**src/rtl/fp_to_linear_decoder.sv**
```systemverilog
// Serial decoder: expands {sign, exp, sig} float words into OUT_W-bit two's-complement samples.
// Optional macro FP_DEC_MIDPOINT_EN reconstructs the midpoint of each quantization interval.
module fp_to_linear_decoder #(
    parameter int unsigned EXP_W = 3,
    parameter int unsigned SIG_W = 4,
    parameter int unsigned OUT_W = 12
) (
    input  logic             clk,
    input  logic             rst_n,
    input  logic             in_valid,
    output logic             in_ready,
    input  logic             in_sign,
    input  logic [EXP_W-1:0] in_exp,
    input  logic [SIG_W-1:0] in_sig,
    output logic             out_valid,
    input  logic             out_ready,
    output logic [OUT_W-1:0] out_data
);

    localparam int unsigned MAG_W = OUT_W - 1;
    localparam logic [EXP_W-1:0] ExpOne = {{(EXP_W-1){1'b0}}, 1'b1};

    if (OUT_W < SIG_W + (1 << EXP_W)) begin : g_bad_cfg
        $fatal(1, "fp_to_linear_decoder: OUT_W too small for SIG_W and EXP_W");
    end

    typedef enum logic [1:0] {StIdle, StShift, StSign, StOut} state_e;

    state_e             state_q, state_d;
    logic [MAG_W-1:0]   mag_q, mag_d;
    logic [EXP_W-1:0]   cnt_q, cnt_d;
    logic               sign_q, sign_d;
    logic [OUT_W-1:0]   out_data_q, out_data_d;
    logic               out_valid_q, out_valid_d;
    logic [MAG_W-1:0]   mag_fin;
`ifdef FP_DEC_MIDPOINT_EN
    logic [EXP_W-1:0]   exp_q, exp_d;
`endif

    assign in_ready  = (state_q == StIdle);
    assign out_valid = out_valid_q;
    assign out_data  = out_data_q;

    // Magnitude presented to the sign stage; midpoint build adds half an LSB step.
    always_comb begin
        mag_fin = mag_q;
`ifdef FP_DEC_MIDPOINT_EN
        if (exp_q != '0) begin
            mag_fin = mag_q + ({{(MAG_W-1){1'b0}}, 1'b1} << (exp_q - ExpOne));
        end
`endif
    end

    always_comb begin
        state_d     = state_q;
        mag_d       = mag_q;
        cnt_d       = cnt_q;
        sign_d      = sign_q;
        out_data_d  = out_data_q;
        out_valid_d = out_valid_q;
`ifdef FP_DEC_MIDPOINT_EN
        exp_d       = exp_q;
`endif
        unique case (state_q)
            StIdle: begin
                if (in_valid) begin
                    sign_d  = in_sign;
                    mag_d   = {{(MAG_W-SIG_W){1'b0}}, in_sig};
                    cnt_d   = in_exp;
`ifdef FP_DEC_MIDPOINT_EN
                    exp_d   = in_exp;
`endif
                    state_d = (in_exp != '0) ? StShift : StSign;
                end
            end
            StShift: begin
                mag_d = mag_q << 1;
                cnt_d = cnt_q - ExpOne;
                if (cnt_q == ExpOne) begin
                    state_d = StSign;
                end
            end
            StSign: begin
                // Negating zero yields zero, so no negative-zero special case is needed.
                out_data_d  = sign_q ? (~{1'b0, mag_fin} + OUT_W'(1)) : {1'b0, mag_fin};
                out_valid_d = 1'b1;
                state_d     = StOut;
            end
            StOut: begin
                if (out_ready) begin
                    out_valid_d = 1'b0;
                    state_d     = StIdle;
                end
            end
            default: state_d = StIdle;
        endcase
    end

    always_ff @(posedge clk or negedge rst_n) begin
        if (!rst_n) begin
            state_q     <= StIdle;
            mag_q       <= '0;
            cnt_q       <= '0;
            sign_q      <= 1'b0;
            out_data_q  <= '0;
            out_valid_q <= 1'b0;
`ifdef FP_DEC_MIDPOINT_EN
            exp_q       <= '0;
`endif
        end else begin
            state_q     <= state_d;
            mag_q       <= mag_d;
            cnt_q       <= cnt_d;
            sign_q      <= sign_d;
            out_data_q  <= out_data_d;
            out_valid_q <= out_valid_d;
`ifdef FP_DEC_MIDPOINT_EN
            exp_q       <= exp_d;
`endif
        end
    end

endmodule

```
**config.mk**
```make
export PLATFORM = sky130hd
export DESIGN_NAME = fp_to_linear_decoder
export DESIGN_NICKNAME = d
export VERILOG_FILES = /design/src/rtl/fp_to_linear_decoder.sv
export SDC_FILE = /design/constraint.sdc
export NUM_CORES = 1
export LEC_CHECK = 0
export ABC_AREA = 1
export ABC_CLOCK_PERIOD_IN_PS = 1900
export BUFFER_PORTS_ARGS = -buffer_cell sky130_fd_sc_hd__buf_4
export CORE_MARGIN = 2
export CORE_UTILIZATION = 35
export CTS_CLUSTER_DIAMETER = 80
export DETAILED_ROUTE_END_ITERATION = 12
export GPL_TIMING_DRIVEN = 0
export PLACE_DENSITY = 0.59
export SYNTH_ARGS = -nofsm -noshare
export SYNTH_HDL_FRONTEND = slang
export SYNTH_SLANG_ARGS = --single-unit
```
**constraint.sdc**
```tcl
create_clock -name clk -period 1.9 [get_ports clk]
set_input_delay 0.095 -clock clk [delete_from_list [all_inputs] [get_ports clk]]
set_output_delay 0.095 -clock clk [all_outputs]
set_load 0.02 [all_outputs]
```
After elaboration in Yosys (flattened, before gate mapping)
Index checks and enable logic that the tools add are counted.
{"block": "totals", "rom_bits": 0, "inputBits": 12, "mem_bits_rw": 0, "latchBits": 0, "n_memories": 0, "elab_cells": 36, "regBits": 30, "output_inout_bits": 14}
{"block": "op_classes", "n_eq_ne": 7, "multipliers": 0, "n_bitwise": 1, "order_cmp": 0, "n_reduce_logical": 8, "n_addsub": 2, "n_mux": 12, "n_shift": 0, "div_mod_pow": 0}
{"operator": "$pmux 11 s2", "count": 1}
{"operator": "$add 12x1->12 const B", "count": 1}
{"operator": "$mux 12", "count": 1}
{"operator": "$not 11->12", "count": 1}
{"operator": "$mux 11", "count": 1}
{"operator": "$mux 2", "count": 4}
{"operator": "$pmux 2 s4", "count": 1}
{"operator": "$ne 2x2->1 const B", "count": 3}
{"operator": "$pmux 3 s2", "count": 1}
{"operator": "$reduce_and 2->1", "count": 3}
{"operator": "$eq 2x2->1 const B", "count": 2}
{"operator": "$reduce_bool 2->1", "count": 2}
{"operator": "$eq 3x1->1 const B", "count": 1}
{"operator": "$mux 3", "count": 1}
{"operator": "$reduce_and 3->1", "count": 1}
{"operator": "$reduce_bool 3->1", "count": 1}
{"operator": "$sub 3x1->3 const B", "count": 1}
{"operator": "$eq 2x1->1 const B", "count": 1}
{"operator": "$logic_not 2->1", "count": 1}
{"operator": "$pmux 1 s2", "count": 1}
{"operator": "$mux 1", "count": 1}

Longest topological paths before layout
Gate-level depths: netlist of the first run.
{"block": "depth", "word_depth": 4, "mapped_depth": 8, "ltp_nobuf": 8}

Worst setup path after synthesis of the first run
No wires, ideal clock.
{"block": "synth_path", "path_type": "register to register", "startpoint": "register state_q[0]", "endpoint": "register mag_q[1] (netlist: mag_fin[1])", "slack_ns": 0.377, "path_buffers": 1, "t_required_ns": 1.770, "setup_ns": 0.130, "synth_period_minus_slack_ns": 1.523, "arrival_time_ns": 1.393, "stages_incl_launch_ff": 7, "path_cell_list": "dfrtp_1 inv_1 ha_1 nand2_2 o21ai_4 buf_4 o21ai_0"}
{"block": "synth_between", "elab_chain_len": 3, "elab_cells_between_ends": 6, "cone_classes": "eq/ne: 2; mux: 1; reduce/logical: 3"}
{"element": "start: declaration", "line": "29", "text": "state_e state_q, state_d;"}
{"element": "start signal: assignment", "line": "101", "text": "state_q <= StIdle;"}
{"element": "start signal: assignment", "line": "111", "text": "state_q <= state_d;"}
{"element": "$logic_not 2->1 (*)"}
{"element": "named net in_ready", "line": "11", "text": "output logic in_ready,"}
{"element": "$ne 2x2->1 (no source line) / $reduce_bool 2->1 (equally long branches)"}
{"element": "$reduce_and 2->1 (no source line)"}
{"element": "end signal: assignment", "line": "112", "text": "mag_q <= mag_d;"}
{"element": "end: declaration", "line": "30", "text": "logic [MAG_W-1:0] mag_q, mag_d;"}
The timed path passes the listed nets; every way through them passes the cells marked *.
A chain may end at the register's enable or synchronous reset.

Worst setup path in the final report of the first run
{"block": "layout_path", "startpoint": "register state_q[1]", "endpoint": "register mag_q[1] (netlist: mag_fin[1])"}
{"block": "layout_between", "elab_chain_len": 3, "elab_cells_between_ends": 6, "cone_classes": "eq/ne: 2; mux: 1; reduce/logical: 3"}
{"element": "$eq 2x1->1 / $logic_not 2->1 (equally long branches)", "line": "64", "text": "unique case (state_q)"}
{"element": "$reduce_bool 2->1 (no source line) / $ne 2x2->1 (equally long branches)"}
{"element": "$reduce_and 2->1 (no source line)"}
Several ways; a longest one is shown, not always the timed one.

==> metrics.md, run 1 <==
| Metric | Value |
|---|---|
| Status | complete, no violations |
| CP max stage cell | dfrtp_1 |
| Library cells used by synthesis | 19 |
| Layout cells sized above 1 | 0.172 |
| Mapped Cells | 200 |
| Mapped Area | 1590 um2 |
| Final Hold Viols | 0 |
| Crit Path Class | reg2reg |
| Die height | 71.5 um |
| CTS clk-pin slew, worst paths | 0.06 ns |
| Initial antenna violation count | 0 |
| Max Transition Viols Final | 0 |
| Core area | 4380 um2 |
| Post-Syn Area per Cell | 7.96 um2 |
| Cell-by-cell trace of the critical path | inv_1, ha_1, buf_4, inv_2, o21ai_4, buf_4, o21ai_0 |
| Req. time, crit path | 2.06 ns |
| Initial DRC count | 103 |
| Seq pwr share | 0.314 |
| Reg-to-Reg Start | state_q[1]$_DFFE_PN0P_ |
| Post-DP HPWL | 2480 um |
| Net count after synthesis | 219 |
| Setup crit start kind | flop |
| GRT overflow | 0 |
| Worst Hold Path EP | mag_fin[3]$_DFFE_PN0P_ |
| # Post-CTS Setup Buffers | 0 |
| Max Root-Sink Buffers | 2 |
| RSZ-0062 raised after global routing | false |
| Critical Path Most Common Cell | buf_4 |
| Power share of the clock group | 0.144 |
| Syn. warnings | 0 |
| Largest net degree at the start of global routing | 31 |
| Avg WL per Cell | 12.3 um |
| CTS tree | built |
| Die area | 5110 um2 |
| Fin Hold WS | 0.0600 ns |
| Min-delay src | in_sig[3] |
| TNS Setup | 0 ns |
| Combinational share of power | 0.542 |
| Number of global-route vias before repair | 1354 |
| Slew @ Worst Pin | 0.390 ns |
| Leak | 0.981 nW |
| Wirelength, routed | 3520 um |
| Initial Util | 0.363 |
| Number of max-cap violations | 0 |
| Crit. End Element | flop |
| WP data arrival | 1.77 ns |
| Final nets | 252 |
| DRC Markers | 0 |
| Routability-driven placement congestion ratio | 0.826 |
| Die width | 71.5 um |
| P per Cell Area | 1740 nW/um2 |
| Internal Pwr Total | 0.00184 W |
| Critical path's largest stage delay | 0.41 ns |
| Area growth, synth to finish | 21.3% |
| Clk root buf | clkbuf_8 |
| First-pass GRT wire length | 6040 um |
| Period utilization | 0.851 |
| Commonest non-fill, non-tap cells in the layout | nand2_1 (49), dfrtp_1 (30), buf_4 (27) |
| Worst path top cell family by delay | buffers and inverters |
| Worst slew margin | 0.740 |
| Path type of the worst min-delay path | in2reg |
| #FFs+latches synth | 30 |
| Tot GR Track Use | 0.156 |
| Yosys top cell by area | dfrtp_1 |
| Antenna diode count | 0 |
| Max frequency | 618 MHz |
| Crit path time final | 1.62 ns |
| Commonest non-fill, non-tap cell in the layout | nand2_1 |
| H-tree Lvls | 2 |
| Reg2Reg Depth | 7 |
| Worst R2R End | mag_fin[1]$_DFFE_PN0P_ |
| Worst reg-to-reg setup slack | 0.28 ns |
| Resized Gates After CTS | 0 |
| I/O pins | 26 |
| Switching power | 0.00152 W |
| DRT Pass-1 Iters | 4 |
| Worst vdd ir | 629 uV |
| CTS buffer count | 5 |
| Area contributors post-synth | dfrtp_1 (47%), nand2_1 (12%), nand3_1 (7.2%) |
| Switching Share | 0.453 |
| DR vias | 1370 |
| Vias/cell | 4.81 |
| Clk sinks | 30 |
| # setup viols final | 0 |
| Routed Antenna Nets | 0 |
| Clock Latency Late Sink | 0.29 ns |
| Synth top area share | 0.471 |
| Final core utilization | 0.441 |
| Hold Crit Depth | 3 |
| Register area share after synthesis | 0.471 |
| Crit path buf inv count | 4 |
| PortBufs | 25 |
| Max FO, Critical Path | 10 |
| Row count | 24 |
| Fin Clk Skew | 0.00646 ns |
synthesized netlist by cell type:
cell type	count
xor2_1	3
o2bb2ai_1	1
o21ai_0	20
nand2_2	1
ha_1	7
buf_6	1
o21ai_4	1
inv_2	1
nand3_1	23
inv_1	23
nor2_1	16
dfrtp_1	30
a21oi_1	8
o21ai_1	5
buf_4	2
nand2_1	49
o22ai_1	1
o211ai_1	4
buf_2	4
layer usage:
layer  up-vias  global-route usage  part of all wire
met4         0              0.0818             0.022
met3         7              0.0408             0.045
met2        28               0.245              0.44
li1        714                   -                 -
met1       621               0.197              0.49
met5         -                   0                 0
flip-flops by register name (all words and copies together) (netlist names):
| register | flops |
|---|---|
| state_q | 2 |
| cnt_q | 3 |
| sign_q | 1 |
| out_valid | 1 |
| mag_fin | 11 |
| out_data | 12 |
per-stage QoR:
| step | power [W] | cells | setup WS [ns] | area, um2 |
|---|---|---|---|---|
| floorplan | 0.00233 | 200 | 0.377 | 1590 |
| global placement | 0.00289 | 277 | 0.297 | 1850 |
| detailed placement | 0.00292 | 277 | 0.258 | 1850 |
| CTS | 0.00341 | 285 | 0.256 | 1930 |
| global route | 0.00371 | 285 | 0.136 | 1930 |
| finish | 0.00336 | 285 | 0.282 | 1930 |
worst reg2reg max path: stages, from the launching register on:
cell,delay [ns]
dfrtp_1,0.41
inv_1,0.10
ha_1,0.14
buf_4,0.15
inv_2,0.09
o21ai_4,0.26
buf_4,0.23
o21ai_0,0.10
layout make-up:
type	count	area, um2
fillers	470	2450
flip-flops and latches	30	751
multi-input cells	139	706
repair buffers	26	198
inverters	24	90.1
clock buffers	7	76.3
well taps	52	65.1
plain buffers	7	46.3
worst max path at each step:
stage / startpoint / endpoint / slack [ns] / depth (start not counted)
after floorplan: state_q[0]$_DFFE_PN0P_ / mag_fin[1]$_DFFE_PN0P_ / 0.38 / 6
after global placement: state_q[0]$_DFFE_PN0P_ / out_data[0]$_DFFE_PN0P_ / 0.30 / 7
after detailed placement: state_q[0]$_DFFE_PN0P_ / out_data[3]$_DFFE_PN0P_ / 0.26 / 7
after CTS: state_q[0]$_DFFE_PN0P_ / out_data[3]$_DFFE_PN0P_ / 0.26 / 7
after global routing: state_q[0]$_DFFE_PN0P_ / out_data[3]$_DFFE_PN0P_ / 0.14 / 7
final: state_q[1]$_DFFE_PN0P_ / mag_fin[1]$_DFFE_PN0P_ / 0.28 / 7
logic make-up (layout without fill, tap and decap cells):
group / after synthesis / count (layout) / synth area share
simple gates: 89 / 89 / 0.229
compound gates: 40 / 40 / 0.142
buf+inv: 31 / 64 / 0.0856
flops: 30 / 30 / 0.471
fa+ha+maj: 7 / 7 / 0.0550
xor+xnor: 3 / 3 / 0.0165
what timing repair did:
item,in CTS,in global routing
hold buffers,1,0
endpoints found under the hold margin,30,0
endpoints found under the setup margin,0,0
power groups by stage:
stage                     Sequential (W)  Clock, W  Combinational (W)
after detailed placement         0.00107         0            0.00185
final                            0.00106  0.000483            0.00182
after CTS                        0.00106  0.000502            0.00185
after global routing             0.00110  0.000530            0.00209
after global placement           0.00106         0            0.00183
after floorplan                  0.00121         0            0.00112
Power figures use the tool's default switching activity.
==> run 2, diff against run 1 <==
- CTS_BUF_LIST: not set -> sky130_fd_sc_hd__clkbuf_4
==> metrics.md, run 2 (synthesized netlist as in run 1, its figures left out) <==
| Metric | Value |
|---|---|
| Avg WL per Cell | 12.3 um |
| Cell-by-cell trace of the critical path | inv_1, ha_1, buf_4, inv_2, o21ai_4, buf_4, o21ai_0 |
| Critical Path Most Common Cell | buf_4 |
| First-pass GRT wire length | 6020 um |
| Row count | 24 |
| P per Cell Area | 1710 nW/um2 |
| Max reg flops | 12 |
| Commonest non-fill, non-tap cells in the layout | nand2_1 (49), dfrtp_1 (30), buf_4 (27) |
| Min-delay src | in_sig[0] |
| Status | complete, no violations |
| Number of global-route vias before repair | 1353 |
| Seq pwr share | 0.324 |
| Clk sinks | 30 |
| Vias/cell | 4.85 |
| Initial DRC count | 76 |
| Die area | 5110 um2 |
| Reg-to-Reg Start | state_q[1]$_DFFE_PN0P_ |
| Final nets | 252 |
| Crit. End Element | flop |
| Placed inst area | 1850 um2 |
| Antenna diode count | 0 |
| Crit Path Class | reg2reg |
| DR vias | 1382 |
| Max Root-Sink Buffers | 2 |
| Routability-driven placement congestion ratio | 0.826 |
| Clk root buf | clkbuf_4 |
| Period utilization | 0.857 |
| DRT Pass-1 Iters | 4 |
| Area growth, synth to finish | 19.8% |
| WP data arrival | 1.83 ns |
| Power share of the clock group | 0.117 |
| Clock Latency Late Sink | 0.33 ns |
| Leak | 0.975 nW |
| I/O pins | 26 |
| Path type of the worst min-delay path | in2reg |
| Final std cell area, no fill | 1910 um2 |
| GRT overflow | 0 |
| DRC Markers | 0 |
| Die height | 71.5 um |
| Global route hottest layer | met2 |
| Post-DP HPWL | 2480 um |
| Setup crit start kind | flop |
| Switching Share | 0.462 |
| Combinational share of power | 0.559 |
| Max FO, Critical Path | 10 |
| Tot GR Track Use | 0.154 |
| CTS buffer count | 5 |
| Layout cells sized above 1 | 0.180 |
| Number of max-cap violations | 0 |
| Routed Antenna Nets | 0 |
| Commonest non-fill, non-tap cell in the layout | nand2_1 |
| Placed cell count | 277 |
| PortBufs | 25 |
| CTS tree | built |
| Met2 track demand over resource | 0.245 |
| Met1 Use GR | 0.197 |
| Critical path's largest stage delay | 0.43 ns |
| Largest net degree at the start of global routing | 31 |
| Worst path top cell family by delay | buffers and inverters |
| H-tree Lvls | 2 |
| # setup viols final | 0 |
| CP max stage cell | dfrtp_1 |
| Initial antenna violation count | 0 |
| Fillers | 471 |
| Final Non-Filler Cells | 285 |
| Crit path buf inv count | 4 |
| Die width | 71.5 um |
| Initial Util | 0.363 |
| Max Transition Viols Final | 0 |
| Wirelength, routed | 3500 um |
| Worst slew margin | 0.733 |
| GRT met3 Usage | 0.0408 |
| Slew @ Worst Pin | 0.401 ns |
| Final Hold Viols | 0 |
| Crit path time final | 1.63 ns |
| Fin Clk Skew | 0.00990 ns |
| Switching power | 0.00151 W |
| Internal Pwr Total | 0.00175 W |
| Resized Gates After CTS | 0 |
| Fin Hold WS | 0.0152 ns |
| TNS Setup | 0 ns |
| Core area | 4380 um2 |
| Worst reg-to-reg setup slack | 0.27 ns |
| CTS clk-pin slew, worst paths | 0.09 ns |
| RSZ-0062 raised after global routing | false |
| Worst Setup SP | state_q[1]$_DFFE_PN0P_ |
| Worst vdd ir | 632 uV |
| Max frequency | 614 MHz |
| Req. time, crit path | 2.10 ns |
-- run 2: cell counts in the layout (fill, tap and decap cells not counted) --
No cell type changed its count.
-- run 2: final cells by class --
class / instances / area (um2) / share of cell area
clock buffers: 7 / 52.6 / 0.0275
flip-flops and latches: 30 / 751 / 0.393
multi-input cells: 139 / 706 / 0.370
repair buffers: 26 / 198 / 0.104
plain buffers: 7 / 46.3 / 0.0243
well taps: 52 / 65.1 / 0.0341
inverters: 24 / 90.1 / 0.0472
-- run 2: stage by stage --
stage                     utilization  worst slack (ns)  total power, W
after CTS                       0.435             0.244         0.00331
after global routing            0.435             0.129         0.00361
final                           0.435             0.271         0.00326
after floorplan                     -             0.377         0.00233
after detailed placement        0.421             0.258         0.00292
after global placement          0.421             0.297         0.00289
-- run 2: final timing paths --
check                                          end  cells after the start
max                         mag_fin[1]$_DFFE_PN0P_                      7
min                         mag_fin[0]$_DFFE_PN0P_                      3
min in group asynchronous  out_data[4]$_DFFE_PN0P_                      2
max reg2reg                 mag_fin[1]$_DFFE_PN0P_                      7
min reg2reg                out_data[9]$_DFFE_PN0P_                      2
max in group asynchronous  out_data[0]$_DFFE_PN0P_                      2
-- run 2: worst min-delay path, stage by stage --
cell	delay (ns)
buf_4	0.08
nand3_1	0.06
o21ai_1	0.07
-- run 2: timing repair --
action | 4_1_cts | 5_1_grt
endpoints found under the hold margin | 30 | 0
setup endpoints to repair | 0 | 0
setup buffers | 0 | 0
hold buffers | 1 | 0
-- run 2: routing by layer --
metal	up-vias	part of all wire
met1	625	0.50
met2	35	0.43
li1	714	-
met5	-	0
met4	0	0.020
met3	8	0.053
-- run 2: power by group through the flow --
stage	sequential (W)	clock (W)	combinational, W
4_1_cts	0.00106	0.000399	0.00185
2_1_floorplan	0.00121	0	0.00112
5_1_grt	0.00109	0.000427	0.00209
6_report	0.00105	0.000382	0.00182
3_5_place_dp	0.00107	0	0.00185
3_3_place_gp	0.00106	0	0.00183
